[config.mk]
export PLATFORM = sky130hd
export DESIGN_NAME = gate_sweep_ctrl
export DESIGN_NICKNAME = d
export VERILOG_FILES = /design/src/rtl/gate_sweep_ctrl.sv
export SDC_FILE = /design/constraint.sdc
export NUM_CORES = 1
export LEC_CHECK = 0
export BUFFER_PORTS_ARGS = -buffer_cell sky130_fd_sc_hd__buf_2
export CORE_MARGIN = 10
export CORE_UTILIZATION = 55
export DETAILED_ROUTE_END_ITERATION = 8
export HOLD_SLACK_MARGIN = 0.05
export PLACE_DENSITY = 0.88
export SLEW_MARGIN = 20
export SYNTH_ARGS = -nofsm -noshare
export SYNTH_HDL_FRONTEND = slang
export SYNTH_SLANG_ARGS = --single-unit
[constraint.sdc]
create_clock -name clock -period 4.45 [get_ports clock]
set_clock_uncertainty 0.1 [all_clocks]
set_input_delay 0.2225 -clock clock [delete_from_list [all_inputs] [get_ports clock]]
set_output_delay 0.2225 -clock clock [all_outputs]
set_load 0.02 [all_outputs]
[src/rtl/gate_sweep_ctrl.sv]
`default_nettype none
//==============================================================================
// Module      : gate_sweep_ctrl
// Description : Clocked sweep controller for the basic gate library. Drives
//               the shared a/b stimulus through all four input combinations,
//               waits SETTLE_CYCLES at each, checks the five gate outputs
//               against the truth table and reports a pass/fail summary.
//               Optional macro GATE_SWEEP_STOP_ON_FAIL_EN: end the sweep at
//               the first vector that shows a mismatch.
// Revision    : 1.0 - initial release
//==============================================================================
module gate_sweep_ctrl #(
  parameter int SETTLE_CYCLES = 2
) (
  input  logic       clock,
  input  logic       reset,
  input  logic       start,
  input  logic [4:0] obs,
  output logic       a,
  output logic       b,
  output logic       busy,
  output logic       done,
  output logic       pass,
  output logic [2:0] err_count,
  output logic [4:0] fail_vec
);

  localparam logic [1:0] c_IDLE   = 2'd0;
  localparam logic [1:0] c_SETTLE = 2'd1;
  localparam logic [1:0] c_CHECK  = 2'd2;
  localparam logic [1:0] c_DONE   = 2'd3;

  localparam logic [3:0] c_SETTLE_LOAD = 4'(SETTLE_CYCLES);
  localparam logic [2:0] c_ERR_MAX     = 3'd4;

  logic [1:0] r_state;
  logic [1:0] w_state_nxt;
  logic [1:0] r_idx;
  logic [3:0] r_cnt;
  logic [2:0] r_err;
  logic [4:0] r_fail;

  logic [1:0] w_idx_nxt;
  logic       w_a;
  logic       w_b;
  logic [4:0] w_exp;
  logic [4:0] w_mm;
  logic       w_last;
  logic       w_stop;
  logic       w_accept;

  // Stimulus comes straight from the vector index: a toggles fastest.
  assign w_a       = r_idx[0];
  assign w_b       = r_idx[1];
  assign w_idx_nxt = r_idx + 2'd1;

  // Truth table for the current stimulus, same bit order as obs.
  assign w_exp  = {w_a ^ w_b, w_a | w_b, w_a & w_b, ~(w_a & w_b), ~w_a};
  assign w_mm   = obs ^ w_exp;
  assign w_last = (r_idx == 2'd3);

  // A start request only counts while the controller is not sweeping.
  assign w_accept = start && ((r_state == c_IDLE) || (r_state == c_DONE));

`ifdef GATE_SWEEP_STOP_ON_FAIL_EN
  assign w_stop = |w_mm;
`else
  assign w_stop = 1'b0;
`endif

  // State register.
  always_ff @(posedge clock) begin
    if (reset) begin
      r_state <= c_IDLE;
    end else begin
      r_state <= w_state_nxt;
    end
  end

  // Next-state decode.
  always_comb begin
    w_state_nxt = r_state;
    case (r_state)
      c_IDLE, c_DONE: begin
        if (w_accept) w_state_nxt = c_SETTLE;
      end
      c_SETTLE: begin
        if (r_cnt == 4'd1) w_state_nxt = c_CHECK;
      end
      c_CHECK: begin
        if (w_last || w_stop) w_state_nxt = c_DONE;
        else                  w_state_nxt = c_SETTLE;
      end
      default: w_state_nxt = c_IDLE;
    endcase
  end

  // Vector index, settle counter and result accumulation.
  always_ff @(posedge clock) begin
    if (reset) begin
      r_idx  <= 2'd0;
      r_cnt  <= 4'd0;
      r_err  <= 3'd0;
      r_fail <= 5'd0;
    end else begin
      case (r_state)
        c_IDLE, c_DONE: begin
          if (w_accept) begin
            r_idx  <= 2'd0;
            r_cnt  <= c_SETTLE_LOAD;
            r_err  <= 3'd0;
            r_fail <= 5'd0;
          end
        end
        c_SETTLE: begin
          r_cnt <= r_cnt - 4'd1;
        end
        c_CHECK: begin
          r_fail <= r_fail | w_mm;
          if ((w_mm != 5'd0) && (r_err != c_ERR_MAX)) begin
            r_err <= r_err + 3'd1;
          end
          // On the last vector (or an early stop) a/b hold the final vector.
          if (!w_last && !w_stop) begin
            r_idx <= w_idx_nxt;
            r_cnt <= c_SETTLE_LOAD;
          end
        end
        default: begin
          r_idx <= 2'd0;
        end
      endcase
    end
  end

  // Output decode from state and result registers.
  always_comb begin
    a         = w_a;
    b         = w_b;
    busy      = (r_state == c_SETTLE) || (r_state == c_CHECK);
    done      = (r_state == c_DONE);
    pass      = (r_state == c_DONE) && (r_err == 3'd0);
    err_count = r_err;
    fail_vec  = r_fail;
  end

endmodule
`default_nettype wire

Word-level counts from Yosys, hierarchy flattened
Index checks and enable logic that the tools add are counted.

word-level totals
  flip-flop bits (word level) = 16
  input bits = 8

cells by class
  equal/unequal tests = 10
  bitwise gates (word level) = 7
  reduce and logical (&&, ||, !) cells = 15
  muxes and demuxes = 15
  add/sub/neg operators = 3

operators by type and width
  operator               count
  $pmux W4 S3            1
  $mux W2                5
  $pmux W5 S2            1
  $mux W4                2
  $ne A2 B2 Y1 const B   4
  $eq A2 B2 Y1 const B   3
  $mux W3                2
  $pmux W2 S3            1
  $pmux W3 S2            1
  $reduce_and A2 Y1      3
  $reduce_and A3 Y1      2
  $mux W5                1
  $or A5 B5 Y5           1
  $reduce_bool A5 Y1     1
  $xor A5 B5 Y5          1
  $eq A4 B1 Y1 const B   1
  $pmux W2 S2            1
  $sub A4 B1 Y4 const B  1
  $add A3 B1 Y3 const B  1
  $logic_and A1 B1 Y1    3
  $logic_not A3 Y1       1
  $ne A3 B3 Y1 const B   1
  $add A2 B1 Y2 const B  1
  $eq A2 B1 Y1 const B   1
  8 further kinds        10

Longest topological paths before layout
  depth after elaboration = 7
  mapped depth = 7

Worst setup path before layout
OpenSTA, ideal clock, no wires.

  path type = register -> register
  start = register r_idx[0]
  end = register r_err[2] (netlist: err_count[2])
  data required time = 4229 ps
  clock period less this slack = 1785 ps
  data arrival time = 1563 ps
  stages on the path, launching flop included = 7
  setup slack = 2665 ps
  buffers on the path = 0
  path through = dfxtp_1 -> inv_1 -> ha_1 -> xor2_1 -> nor3_1 -> a21oi_1 -> mux2i_1

between the ends
  longest elaborated chain between the ends = 7

ends and longest elaborated chain
  what                                    line  RTL
  start: declaration                      38    logic [1:0] r_idx;
  start signal: assignment                125   r_idx <= w_idx_nxt;
  $and A1 B1 Y1                           58    assign w_exp = {w_a ^ w_b, w_a | w_b, w_a & w_b, ~(w_a & w_b), ~w_a};
  $not A1 Y1                              58
  $xor A5 B5 Y5 (*)                       59    assign w_mm = obs ^ w_exp;
  $reduce_bool A5 Y1 (*)                  120   if ((w_mm != 5'd0) && (r_err != c_ERR_MAX)) begin
  $logic_and A1 B1 Y1 (*)                 120
  $ne A2 B2 Y1 (no source line) (*)       n/a
  $reduce_and A3 Y1 (no source line) (*)  n/a
  end signal: assignment                  121   r_err <= r_err + 3'd1;
  end: declaration                        40    logic [2:0] r_err;

Mark *: on every way between the ends. The rest lies on a longest branch, timed or not.
A chain may end at the register's enable or synchronous reset.

Worst setup path in the final report
  start = register r_state[0]
  end = register r_err[1] (netlist: err_count[1])

between the ends
  longest elaborated chain between the ends = 5

ends and longest elaborated chain
  what                                                     line     RTL
  start: declaration                                       36       logic [1:0] r_state;
  start signal: assignment                                 74       r_state <= c_IDLE;
  start signal: assignment                                 76       r_state <= w_state_nxt;
  $eq A2 B2 Y1 / $logic_not A2 Y1 (equally long branches)  63, 106
  $logic_or A1 B1 Y1                                       63       assign w_accept = start && ((r_state == c_IDLE) || (r_state == c_DONE));
  $logic_and A1 B1 Y1                                      63
  $ne A2 B2 Y1 (no source line)                            n/a
  $reduce_and A3 Y1 (no source line)                       n/a

Parallel ways exist; a longest one is shown, timed or not.

==> results.cfg <==
[status]
status = complete, no violations

[clock_tree]
insertion_delay_ns = 0.30
cts.sinks = 16
cts-root-buf = clkbuf_4
path_clk_slew_ns = 0.10
cts_made_buffers = 3
cts_tree = built
cts.htree.levels = 1
postCtsHoldBufs = 0
cts_resized = 0
cts_setup_buffers = 0
clock_path_buffers = 2

[floorplanning]
die_x_um = 61.5
pin_count = 21
fp-row-count = 14
fp.dieArea_mm2 = 0.00379
chipHeight_um = 61.5
start_util = 0.602
core_area_mm2 = 0.00158

[sta]
worst_pin_slew_ns = 0.373
min_period_over_period = 0.413
max_freq_mhz = 544
setup_viol = 0
fin_setup_tns_ns = 0
period_minus_slack_ns = 1.84
maxSlewHeadroom = 0.752
final_max_slew_viol_count = 0
hold_violations = 0
hold_slack_ns = 0.134
rsz0062_at_grt = no

[setup_path]
cp-start-kind = flip-flop
endpoint_kind = flip-flop
cp.required_ns = 4.58
arrival_ns = 1.97
critPathKind = flip-flop to flip-flop
path_max_fanout = 7

[synth]
async_flop_share = 0
synth_edf_count = 0
yosysSeqAreaShare = 0.338
synthFlopType = dfxtp_1
ys.warnings.count = 0
syn_area_um2 = 948
synth.distinct_cells = 32
ys_ff_latch = 16
syn_inst = 111
avgSynthCellArea_um2 = 8.54
postSynthNetCount = 129

[layout]
fin_area_mm2 = 0.00109
multi_input_area_um2 = 577
antennaDiodeCount = 0
instances_no_fill = 147
drive_gt1_frac = 0.244
layout.nets = 150
syn_to_final_growth_pct = 14.6
regArea_um2 = 320
nFillCells = 135

[detailed_routing]
wirelength_um = 2070
vias = 810
postRouteAntennaNets = 0
wl_per_cell_um = 14.1
vias_per_cell = 5.51
drt_iter0_markers = 12
drc_errors = 0
dr.pass1.iters = 5

[power_and_ir_drop]
powerDensity_mw_per_mm2 = 429
clkPwrFrac = 0.209
p_comb_frac = 0.404
p_sw_mw = 0.179
p_sw_frac = 0.384
sequentialPowerShare = 0.387
p_int_mw = 0.287
ir_drop_mv = 0.276
power.leakage_nw = 0.489

[grt]
grt-ovfl-total = 0
grt_pass1_vias = 829
grt_max_degree = 12
grt_usage = 0.121
antenna_found_initial = 0
grt_pass1_wl_um = 3510

[placement]
gp_congestion = 0.764
placed_area_mm2 = 0.00105
hpwlAfterDp_um = 1650
place_inst = 143
portBuffers = 20

[job]
drv_cap = 0

[min_path]
min_path_type = input port to flip-flop
[worst paths after layout]
path	startpoint	slack, ns	cells after the start	endpoint
min	reset	0.13	2	r_state[0]
max	r_state[0]	2.61	6	err_count[1]
min reg2reg	fail_vec[0]	0.37	2	fail_vec[0]
max reg2reg	r_state[0]	2.61	6	err_count[1]
[logic make-up (layout without fill, tap and decap cells)]
kind of cell,Yosys count,after routing,share of synthesized area
adder cells (fa/ha/maj),10,10,0.132
buffers and inverters,13,33,0.0541
AO/OA/AOI/OAI,26,26,0.194
XOR/XNOR,5,5,0.0462
AND/OR/NAND/NOR,37,37,0.193
multiplexers,4,4,0.0435
flip-flops,16,16,0.338
[worst max-delay path, stage by stage, from the launching register on]
cell and delay [ns]:
dfxtp_1 0.42, inv_1 0.06, ha_1 0.36, mux2_2 0.35
nand2_1 0.09, a21oi_2 0.17, mux2i_1 0.21
[placed cells by master (no fill, tap or decap), types with 2 or more instances in the layout]
cell type	instances
nand2b_1	2
ha_1	10
o21ai_0	4
a21oi_1	12
nor2b_1	2
a21oi_4	2
clkbuf_4	3
buf_2	20
nand2_1	10
nand3_1	5
xnor2_1	3
inv_1	9
dfxtp_1	16
mux2i_1	3
xor2_1	2
nor2_1	11
[synthesized netlist by cell type, types with 2 or more instances]
cell type	instances	area (um^2)
a21oi_1	12	60.1
a21oi_4	2	32.5
buf_2	2	10.0
clkbuf_1	2	7.51
dfxtp_1	16	320
ha_1	10	125
inv_1	9	33.8
mux2i_1	3	30.0
nand2_1	10	37.5
nand2b_1	2	12.5
nand3_1	5	25.0
nor2_1	11	41.3
nor2b_1	2	12.5
o21ai_0	4	20.0
xnor2_1	3	26.3
xor2_1	2	17.5
[cell type report]
class,instances,share of cell area
repair buffers,20,0.0921
well taps,16,0.0184
multi-input cells,82,0.530
flip-flops and latches,16,0.295
inverters,9,0.0311
clock buffers,4,0.0334
[sequential cells by signal (all words and copies together) (netlist names)]
| register | cells |
|---|---|
| err_count | 3 |
| fail_vec | 5 |
| r_cnt | 4 |
| r_idx | 2 |
| r_state | 2 |
[layer usage]
| metal | up-vias | GRT usage | wire length (um) |
|---|---|---|---|
| li1 | 415 | - | - |
| met1 | 376 | 0.113 | 802 |
| met2 | 15 | 0.233 | 1110 |
| met3 | 4 | 0.0412 | 129 |
| met4 | 0 | 0.0510 | 26 |
| met5 | - | 0 | 0 |
[stage by stage]
stage	utilization	worst slack [ns]	total power, mW
final	0.690	2.61	0.466
after global routing	0.690	2.46	0.499
after CTS	0.690	2.61	0.469
after detailed placement	0.667	2.62	0.373
after global placement	0.667	2.66	0.362
after floorplan	-	2.67	0.326
[power groups by stage]
stage | clock, mW | combinational [mW] | sequential (mW)
6_report | 0.0974 | 0.189 | 0.180
3_3_place_gp | 0 | 0.180 | 0.182
2_1_floorplan | 0 | 0.136 | 0.190
4_1_cts | 0.0989 | 0.190 | 0.180
5_1_grt | 0.105 | 0.211 | 0.184
3_5_place_dp | 0 | 0.189 | 0.184
No activity file was read; power rests on OpenSTA's default activity.
